File: src/rtl/cot_lut_scheduler.sv
// Round-robin front end sharing one cotangent LUT between two requesters.
// Angles reduce to quadrant/offset; poles and out-of-range angles bypass the LUT.
module cot_lut_scheduler #(
  parameter int unsigned DATA_WIDTH  = 32,
  parameter int unsigned LUT_LATENCY = 2
) (
  input  logic                    clk,
  input  logic                    reset_n,
  input  logic [1:0]              req_valid,
  output logic [1:0]              req_ready,
  input  logic [DATA_WIDTH-1:0]   req_angle0,
  input  logic [DATA_WIDTH-1:0]   req_angle1,
  output logic                    rsp_valid,
  input  logic                    rsp_ready,
  output logic                    rsp_id,
  output logic                    rsp_err,
  output logic [2*DATA_WIDTH-1:0] rsp_data,
  output logic                    lut_en,
  output logic [1:0]              lut_quadrant,
  output logic [DATA_WIDTH-1:0]   lut_angle,
  input  logic [2*DATA_WIDTH-1:0] lut_data
);

  typedef enum logic [1:0] {IDLE, ISSUE, WAIT, RESP} state_t;

  localparam logic [DATA_WIDTH-1:0] D90  = DATA_WIDTH'(90);
  localparam logic [DATA_WIDTH-1:0] D180 = DATA_WIDTH'(180);
  localparam logic [DATA_WIDTH-1:0] D270 = DATA_WIDTH'(270);
  localparam logic [DATA_WIDTH-1:0] D360 = DATA_WIDTH'(360);

  state_t                    state_q, state_d;
  logic                      ptr_q;
  logic                      id_q;
  logic                      err_q;
  logic [1:0]                quad_q;
  logic [DATA_WIDTH-1:0]     ang_q;
  logic [3:0]                cnt_q;
  logic [2*DATA_WIDTH-1:0]   data_q;

  logic                      gnt_valid;
  logic                      gnt_id;
  logic [DATA_WIDTH-1:0]     sel_angle;
  logic [1:0]                red_q;
  logic [DATA_WIDTH-1:0]     red_r;
  logic                      red_err;

  // Grant and angle reduction, used only while IDLE
  always_comb begin
    gnt_valid = 1'b0;
    gnt_id    = ptr_q;
    if (req_valid[ptr_q]) begin
      gnt_valid = 1'b1;
      gnt_id    = ptr_q;
    end else if (req_valid[~ptr_q]) begin
      gnt_valid = 1'b1;
      gnt_id    = ~ptr_q;
    end
    sel_angle = gnt_id ? req_angle1 : req_angle0;
    red_q     = 2'd0;
    red_r     = sel_angle;
    if (sel_angle < D90) begin
      red_q = 2'd0;
      red_r = sel_angle;
    end else if (sel_angle < D180) begin
      red_q = 2'd1;
      red_r = sel_angle - D90;
    end else if (sel_angle < D270) begin
      red_q = 2'd2;
      red_r = sel_angle - D180;
    end else if (sel_angle < D360) begin
      red_q = 2'd3;
      red_r = sel_angle - D270;
    end
    red_err = (sel_angle == '0) || (sel_angle == D180) || (sel_angle >= D360);
  end

  always_ff @(posedge clk) begin
    if (reset_n) begin
      state_q <= IDLE;
    end else begin
      state_q <= state_d;
    end
  end

  always_comb begin
    state_d = state_q;
    case (state_q)
      IDLE:    if (gnt_valid) state_d = red_err ? RESP : ISSUE;
      ISSUE:   state_d = WAIT;
      WAIT:    if (cnt_q == '0) state_d = RESP;
      RESP:    if (rsp_ready) state_d = IDLE;
      default: state_d = IDLE;
    endcase
  end

  always_comb begin
    req_ready = '0;
    if (state_q == IDLE && gnt_valid) req_ready[gnt_id] = 1'b1;
    lut_en       = (state_q == ISSUE);
    rsp_valid    = (state_q == RESP);
    rsp_id       = id_q;
    rsp_err      = err_q;
    rsp_data     = data_q;
    lut_quadrant = quad_q;
    lut_angle    = ang_q;
  end

  // Error requests leave the LUT operands untouched so the LUT sees no activity
  always_ff @(posedge clk) begin
    if (reset_n) begin
      ptr_q  <= 1'b0;
      id_q   <= 1'b0;
      err_q  <= 1'b0;
      quad_q <= '0;
      ang_q  <= '0;
      cnt_q  <= '0;
      data_q <= '0;
    end else begin
      case (state_q)
        IDLE: begin
          if (gnt_valid) begin
            id_q  <= gnt_id;
            ptr_q <= ~gnt_id;
            if (red_err) begin
              err_q  <= 1'b1;
              data_q <= '0;
            end else begin
              quad_q <= red_q;
              ang_q  <= red_r;
            end
          end
        end
        ISSUE: cnt_q <= 4'(LUT_LATENCY - 1);
        WAIT: begin
          if (cnt_q == '0) begin
            data_q <= lut_data;
            err_q  <= 1'b0;
          end else begin
            cnt_q <= cnt_q - 4'd1;
          end
        end
        default: ;
      endcase
    end
  end

endmodule

File: config.mk
export PLATFORM = sky130hd
export DESIGN_NAME = cot_lut_scheduler
export DESIGN_NICKNAME = d
export VERILOG_FILES = /design/src/rtl/cot_lut_scheduler.sv
export SDC_FILE = /design/constraint.sdc
export NUM_CORES = 1
export LEC_CHECK = 0
export BUFFER_PORTS_ARGS = -buffer_cell sky130_fd_sc_hd__buf_2
export CAP_MARGIN = 20
export CORE_MARGIN = 2
export CORE_UTILIZATION = 45
export CTS_CLUSTER_SIZE = 40
export DETAILED_ROUTE_END_ITERATION = 10
export GPL_TIMING_DRIVEN = 1
export PLACE_DENSITY = 0.8
export SLEW_MARGIN = 25
export SYNTH_ARGS = -nofsm -noshare
export SYNTH_HDL_FRONTEND = slang
export SYNTH_SLANG_ARGS = --single-unit
File: constraint.sdc
create_clock -name clk -period 3.9 [get_ports clk]
set_input_delay 0.78 -clock clk [delete_from_list [all_inputs] [get_ports clk]]
set_output_delay 0.78 -clock clk [all_outputs]
set_load 0.005 [all_outputs]
==> results.py, run 1 <==
metrics = {
    "run_status": {
        "run_status": "complete, no violations",
    },
    "grt": {
        "grt_overflow_total": 0,
        "grt_pass1_wl_um": 18000,
        "via_count_of_the_first_global_routing_pass": 3853,
        "groute.usage.overall": 0.209,
        "initial_antenna_violation_count": 0,
        "maximum_number_of_pins_on_one_net_before_global_route_repair": 65,
    },
    "final_layout": {
        "layout-drive-gt1-share": 0.409,
        "num-fill-cells": 842,
        "finalCoreUtilization": 0.614,
        "layoutNonFillerInstCount": 806,
        "finish.net_count": 810,
        "ant_diodes": 0,
        "syn_to_final_growth_pct": 33.6,
    },
    "cts": {
        "ctsResizeCount": 0,
        "tritoncts": "yes",
        "clock-sinks": 107,
        "cts-root-buf": "sky130_fd_sc_hd__clkbuf_8",
        "post_cts_setup_repair_bufs": 0,
        "tritoncts.num_buffers": 9,
        "clock_path_buffers": 2,
        "path_clk_slew_ns": 0.10,
        "clk-insertion-delay-late_ns": 0.37,
        "cts.hold.buffers_added": 0,
        "cts_max_level": 3,
    },
    "yosys": {
        "synthesis.instances": 441,
        "yosysWarningCount": 0,
        "synth_top_family_by_area": "compound AO/OA/AOI/OAI gates",
        "syn_nets": 583,
        "postSynth.asyncResetShare": 0,
        "synth-simple-area-share": 0.143,
        "seq_total_area_yosys": 0.481,
        "yosysUniqueCellTypes": 59,
        "muxShareOfSynthArea": 0.0464,
        "synth_compound_area_frac": 0.247,
        "postSynthRegisterBits": 107,
        "syn-mean-instance-area_um2": 10.1,
        "syn-cell-area_mm2": 0.00445,
        "synth_adder_area_share": 0.0253,
        "synth-edff-count": 0,
        "synth-main-ff-cell": "sky130_fd_sc_hd__dfxtp_1",
        "synth_xor_area_frac": 0.0118,
    },
    "route": {
        "dr_total_vias": 4254,
        "drt-initial-drc-count": 191,
        "route.detailed.wl_per_inst_um": 14.6,
        "drt.antenna.violating_nets": 0,
        "drc_errors": 0,
        "viasPerCell": 5.28,
        "detailedRoute.firstPassIterationCount": 5,
        "totalWireLength_um": 11800,
    },
    "critical_path": {
        "critical_path.max_fanout": 13,
        "setup.reg_to_reg.worst_slack_ns": 0.55,
        "crit_path_cell_trace": "buf_2, nand2b_1, a21boi_4, buf_4, mux2i_1, ha_1, o31ai_1, a2111oi_0, nand4_1, a21o_1, a21o_1, nor2_1",
        "critPathMostFrequentCell": "sky130_fd_sc_hd__a21o_1",
        "critical-path-slowest-cell": "sky130_fd_sc_hd__a2111oi_0",
        "arrival_time_at_the_worst_endpoint_ns": 3.79,
        "regToRegStartpoint": "ptr_q",
        "critical-path-max-stage-delay_ns": 0.43,
        "reg2reg_depth": 11,
        "setup.worst_path.class": "in -> reg",
        "rr_endpoint": "lut_angle[7]",
        "category_of_the_worst_setup_path_launch_point": "input pin",
        "setup.worst_path.end_class": "flip-flop",
        "timing.critical_path.required_ns": 4.19,
    },
    "pwr": {
        "power.share.clock": 0.214,
        "combPwrFrac": 0.332,
        "int_power_w": 0.00197,
        "power.switching_fraction": 0.349,
        "vdd.ir_drop.worst_mv": 0.285,
        "power.sequential.fraction": 0.454,
        "total_switching_power_w": 0.00106,
        "power.static_leakage_nw": 2.90,
        "power-per-cell-area_mw_per_mm2": 510,
    },
    "sta": {
        "maxSlewViolCount": 0,
        "setup-violations-final": 0,
        "period_share": 0.899,
        "least_margin_pin_slew_ns": 0.606,
        "final_critical_path_setup_slack_ns": 0.394,
        "finalHoldWorstSlack_ns": 0.468,
        "rsz0062_at_grt": "false",
        "setup_tns_ns": 0,
        "fmax_ghz": 0.285,
        "slew-limit-headroom": 0.594,
        "fin_skew_ns": 0.0235,
        "layout_min_cycle_time_ns": 3.51,
        "finalHoldViolations": 0,
    },
    "floorplan": {
        "num_io_pins": 237,
        "floorplan.initialDensity": 0.459,
        "placement_rows": 36,
        "die_height_um": 103,
        "die_area_mm2": 0.0107,
        "coreArea_mm2": 0.00968,
        "dieWidth_um": 103,
    },
    "min_path": {
        "min_path_type": "reg -> reg",
        "worst_hold_path.endpoint": "lut_angle[26]",
        "min-delay-start": "lut_angle[26]",
        "whs_path_depth": 1,
    },
    "flow_run": {
        "timing.max_cap.violations": 0,
    },
    "placed_design": {
        "gp_congestion": 0.981,
        "placed_cells_incl_taps": 790,
        "dp_worst_setup_slack_ns": 0.0490,
        "io_buffers": 236,
        "place_hpwl_um": 8880,
    },
}
## power groups by stage
stage          clock (W)  sequential [W]  combinational, W
2_1_floorplan          0         0.00140          0.000617
6_report        0.000650         0.00138           0.00101
3_3_place_gp           0         0.00139          0.000974
5_1_grt         0.000712         0.00140           0.00111
4_1_cts         0.000671         0.00138           0.00100
3_5_place_dp           0         0.00139           0.00100
## worst max-delay path: cells and delay by family
kind,cells,cell delay [ns]
simple gates,3,0.55
mux,1,0.35
fa+ha+maj,1,0.27
compound gates,5,1.44
buf+inv,2,0.38
## cells in the mapped netlist, types with 4 or more instances
master | count | area [um^2]
sky130_fd_sc_hd__dfxtp_1 | 107 | 2140
sky130_fd_sc_hd__a22o_1 | 64 | 561
sky130_fd_sc_hd__xnor2_1 | 4 | 35.0
sky130_fd_sc_hd__mux2i_1 | 15 | 150
sky130_fd_sc_hd__mux2_2 | 5 | 56.3
sky130_fd_sc_hd__inv_1 | 12 | 45.0
sky130_fd_sc_hd__o21ai_0 | 5 | 25.0
sky130_fd_sc_hd__nand4_1 | 10 | 62.6
sky130_fd_sc_hd__nor3_1 | 8 | 40.0
sky130_fd_sc_hd__and2_1 | 14 | 87.6
sky130_fd_sc_hd__nand2_1 | 10 | 37.5
sky130_fd_sc_hd__clkbuf_1 | 8 | 30.0
sky130_fd_sc_hd__a21oi_1 | 13 | 65.1
sky130_fd_sc_hd__buf_2 | 16 | 80.1
sky130_fd_sc_hd__nor4_1 | 7 | 43.8
sky130_fd_sc_hd__a211oi_1 | 9 | 67.6
sky130_fd_sc_hd__a2bb2oi_1 | 4 | 35.0
sky130_fd_sc_hd__ha_1 | 9 | 113
sky130_fd_sc_hd__nor2_1 | 52 | 195
sky130_fd_sc_hd__buf_4 | 4 | 30.0
sky130_fd_sc_hd__nand3_1 | 4 | 20.0
sky130_fd_sc_hd__o211ai_1 | 6 | 45.0
## cells by family (layout without fill, tap and decap cells)
| family | Yosys count | in the layout |
|---|---|---|
| XOR/XNOR | 6 | 6 |
| adder cells (fa/ha/maj) | 9 | 9 |
| buffers and inverters | 42 | 274 |
| AND/OR/NAND/NOR | 122 | 122 |
| flip-flops | 107 | 107 |
| multiplexers | 20 | 20 |
| AO/OA/AOI/OAI | 135 | 135 |
## cells in the final DEF (no fill, tap or decap), types with 8 or more instances in the layout
| master | instances |
|---|---|
| sky130_fd_sc_hd__nor2_1 | 52 |
| sky130_fd_sc_hd__nand4_1 | 10 |
| sky130_fd_sc_hd__dfxtp_1 | 107 |
| sky130_fd_sc_hd__nor3_1 | 8 |
| sky130_fd_sc_hd__ha_1 | 9 |
| sky130_fd_sc_hd__and2_1 | 14 |
| sky130_fd_sc_hd__clkbuf_8 | 9 |
| sky130_fd_sc_hd__inv_1 | 12 |
| sky130_fd_sc_hd__a211oi_1 | 9 |
| sky130_fd_sc_hd__buf_2 | 236 |
| sky130_fd_sc_hd__nand2_1 | 10 |
| sky130_fd_sc_hd__mux2i_1 | 15 |
| sky130_fd_sc_hd__buf_4 | 8 |
| sky130_fd_sc_hd__a22o_1 | 64 |
| sky130_fd_sc_hd__a21oi_1 | 13 |
## routing by layer
layer / routed length [um] / vias to the layer above / share of wire / GRT usage
met4: 127 / 0 / 0.011 / 0.0607
met2: 5930 / 157 / 0.50 / 0.345
met3: 739 / 13 / 0.063 / 0.0598
met1: 4990 / 1989 / 0.42 / 0.266
li1: - / 2095 / - / -
met5: 0 / - / 0 / 0
## state kept, by name, indices dropped and copies added, names as in the netlist
signal and cells:
state_q 2, lut_angle 32, ptr_q 1, lut_quadrant 2, cnt_q 4, rsp_data 64, rsp_id 1, rsp_err 1
## worst max path at each step
stage                       startpoint       endpoint  slack, ns  depth (start not counted)
final                     req_valid[0]   lut_angle[7]       0.39                         12
after global routing      req_valid[0]  lut_angle[21]       0.16                         12
after CTS                 req_valid[0]  lut_angle[20]       0.44                          9
after detailed placement  req_valid[0]  lut_angle[20]       0.05                          9
after global placement    req_valid[0]  lut_angle[26]       0.20                          9
after floorplan           req_valid[0]  lut_angle[13]       0.50                         12
## final cells by class
type / count / area [um^2] / share of cell area
Clock buffer: 9 / 124 / 0.0208
Clock inverter: 7 / 68.8 / 0.0116
Inverter: 12 / 45.0 / 0.00758
Multi-Input combinational cell: 292 / 2120 / 0.356
Sequential cell: 107 / 2140 / 0.360
Tap cell: 133 / 166 / 0.0280
Timing Repair Buffer: 246 / 1280 / 0.216
## per-stage QoR
| stage | power, W | instance area [um^2] |
|---|---|---|
| floorplan | 0.00201 | 4450 |
| CTS | 0.00305 | 5940 |
| finish | 0.00303 | 5940 |
| global placement | 0.00236 | 5750 |
| detailed placement | 0.00240 | 5750 |
| global route | 0.00322 | 5940 |
Note: power is estimated with default switching activity, not from simulation.
==> inputs of run 2 (changes only) <==
--- a/config.mk
+++ b/config.mk
@@ -6,13 +6,13 @@
 export NUM_CORES = 1
 export LEC_CHECK = 0
 export BUFFER_PORTS_ARGS = -buffer_cell sky130_fd_sc_hd__buf_2
-export CAP_MARGIN = 20
 export CORE_MARGIN = 2
 export CORE_UTILIZATION = 45
 export CTS_CLUSTER_SIZE = 40
 export DETAILED_ROUTE_END_ITERATION = 10
 export GPL_TIMING_DRIVEN = 1
 export PLACE_DENSITY = 0.8
+export RECOVER_POWER = 100
 export SLEW_MARGIN = 25
 export SYNTH_ARGS = -nofsm -noshare
 export SYNTH_HDL_FRONTEND = slang
==> run 2 against run 1 <==
Effect of this change:
- setup slack worse by 0.080 ns
- sequential cell count unchanged
- via count hardly changed
- clock skew about the same
- highest routed layer unchanged
- clock-buffer cell count is the same
- cell count unchanged
- register-to-register slack lost 0.08 ns
- cell area shrank 2.2%
- power fell by 1.2%
- largest power group unchanged
- routed wire length hardly changed
- clock power about the same
- core utilization fell by 1.3 points
- critical path type unchanged
- critical endpoint is now lut_angle[3]
==> results.py, run 2 (synthesized netlist as in run 1, its figures left out) <==
metrics = {
    "cts": {
        "cts_max_level": 3,
        "tritoncts": "yes",
        "cts-root-buf": "sky130_fd_sc_hd__clkbuf_8",
        "tritoncts.num_buffers": 9,
        "post_cts_setup_repair_bufs": 0,
        "clock-sinks": 107,
        "path_clk_slew_ns": 0.12,
        "cts.hold.buffers_added": 0,
        "clock_path_buffers": 2,
        "clk-insertion-delay-late_ns": 0.37,
        "ctsResizeCount": 0,
    },
    "route": {
        "detailedRoute.firstPassIterationCount": 5,
        "dr_total_vias": 4255,
        "drc_errors": 0,
        "route.detailed.wl_per_inst_um": 14.6,
        "drt-initial-drc-count": 190,
        "totalWireLength_um": 11800,
        "drt.antenna.violating_nets": 0,
        "viasPerCell": 5.28,
    },
    "critical_path": {
        "setup.worst_path.end_class": "flip-flop",
        "critical_path.max_fanout": 11,
        "category_of_the_worst_setup_path_launch_point": "input pin",
        "setup.worst_path.class": "in -> reg",
        "timing.critical_path.required_ns": 4.18,
        "arrival_time_at_the_worst_endpoint_ns": 3.86,
    },
    "placed_design": {
        "dp_worst_setup_slack_ns": 0.0490,
        "gp_congestion": 0.981,
        "io_buffers": 236,
        "place_hpwl_um": 8880,
    },
    "final_layout": {
        "syn_to_final_growth_pct": 30.7,
        "most_frequent_standard_cell_in_the_layout_excluding_fill_and_tap_cells": "sky130_fd_sc_hd__buf_2",
        "finalCoreUtilization": 0.600,
        "layout-drive-gt1-share": 0.279,
        "ant_diodes": 0,
        "layout.cells.most_common_list": "149 x sky130_fd_sc_hd__buf_2, 107 x sky130_fd_sc_hd__dfxtp_1, 86 x sky130_fd_sc_hd__clkbuf_1, 64 x sky130_fd_sc_hd__a22o_1, 52 x sky130_fd_sc_hd__nor2_1",
        "largest_register_ffs": 64,
        "finish.net_count": 810,
    },
    "sta": {
        "layout_min_cycle_time_ns": 3.59,
        "setup_tns_ns": 0,
        "slew-limit-headroom": 0.584,
        "maxSlewViolCount": 0,
        "final_critical_path_setup_slack_ns": 0.314,
        "finalHoldViolations": 0,
        "fmax_ghz": 0.279,
        "fin_skew_ns": 0.0236,
        "period_share": 0.920,
        "setup-violations-final": 0,
        "rsz0062_at_grt": "false",
        "least_margin_pin_slew_ns": 0.622,
    },
    "grt": {
        "initial_antenna_violation_count": 0,
        "groute.usage.overall": 0.209,
        "grt_pass1_wl_um": 18000,
        "maximum_number_of_pins_on_one_net_before_global_route_repair": 65,
        "via_count_of_the_first_global_routing_pass": 3853,
        "grt_overflow_total": 0,
    },
    "pwr": {
        "power-per-cell-area_mw_per_mm2": 515,
        "power.static_leakage_nw": 2.51,
        "vdd.ir_drop.worst_mv": 0.283,
    },
    "floorplan": {
        "dieWidth_um": 103,
        "coreArea_mm2": 0.00968,
        "floorplan.initialDensity": 0.459,
        "num_io_pins": 237,
        "die_area_mm2": 0.0107,
        "placement_rows": 36,
        "die_height_um": 103,
    },
    "run_status": {
        "run_status": "complete, no violations",
    },
    "flow_run": {
        "timing.max_cap.violations": 0,
    },
    "min_path": {
        "min_path_type": "reg -> reg",
    },
}
[run 2: cell count changes in the layout (fill, tap and decap cells not counted), sizes merged]
cell	previous run	this run
buf	246	156
clkbuf	9	99
[run 2: worst max-delay path: stages]
cell and delay (ns):
sky130_fd_sc_hd__buf_2 0.14, sky130_fd_sc_hd__nand2b_1 0.24, sky130_fd_sc_hd__a21boi_4 0.41, sky130_fd_sc_hd__buf_4 0.23, sky130_fd_sc_hd__mux2i_1 0.36, sky130_fd_sc_hd__clkbuf_1 0.30
sky130_fd_sc_hd__inv_1 0.13, sky130_fd_sc_hd__ha_1 0.22, sky130_fd_sc_hd__a21boi_0 0.13, sky130_fd_sc_hd__mux2_2 0.28, sky130_fd_sc_hd__a2bb2oi_1 0.27, sky130_fd_sc_hd__nor4b_1 0.09
sky130_fd_sc_hd__a311o_1 0.27
[run 2: through the flow]
step / area (um^2) / power (W) / hold WS, ns / std cells
finish: 5810 / 0.00299 / 0.474 / 806
global route: 5810 / 0.00318 / 0.493 / 806
CTS: 5940 / 0.00305 / 0.471 / 806
detailed placement: 5750 / 0.00240 / 0.438 / 790
global placement: 5750 / 0.00236 / 0.437 / 790
floorplan: 4450 / 0.00201 / 0.455 / 441
[run 2: power by group]
part           internal (W)  switching [W]
combinational      0.000417       0.000544
sequential          0.00127       0.000110
clock              0.000249       0.000404
total               0.00194        0.00106
[run 2: path summary, 6_finish.rpt]
kind | depth (start not counted) | slack, ns | to | start
min | 1 | 0.47 | lut_angle[8] | lut_angle[8]
max reg2reg | 12 | 0.47 | lut_angle[3] | ptr_q
max | 13 | 0.31 | lut_angle[3] | req_valid[0]
min reg2reg | 1 | 0.47 | lut_angle[8] | lut_angle[8]
[run 2: layout make-up]
type	instances	area (um^2)
flip-flops and latches	107	2140
multi-input cells	292	2100
well taps	133	166
repair buffers	246	1170
clock buffers	9	124
fillers	893	3870
inverters	12	45.0
clock inverters	7	68.8
[run 2: per-layer routing]
| metal | track usage | vias up | wire length, um |
|---|---|---|---|
| li1 | - | 2094 | - |
| met1 | 0.266 | 1984 | 5020 |
| met2 | 0.345 | 162 | 5920 |
| met3 | 0.0598 | 15 | 701 |
| met4 | 0.0607 | 0 | 140 |
| met5 | 0 | - | 0 |
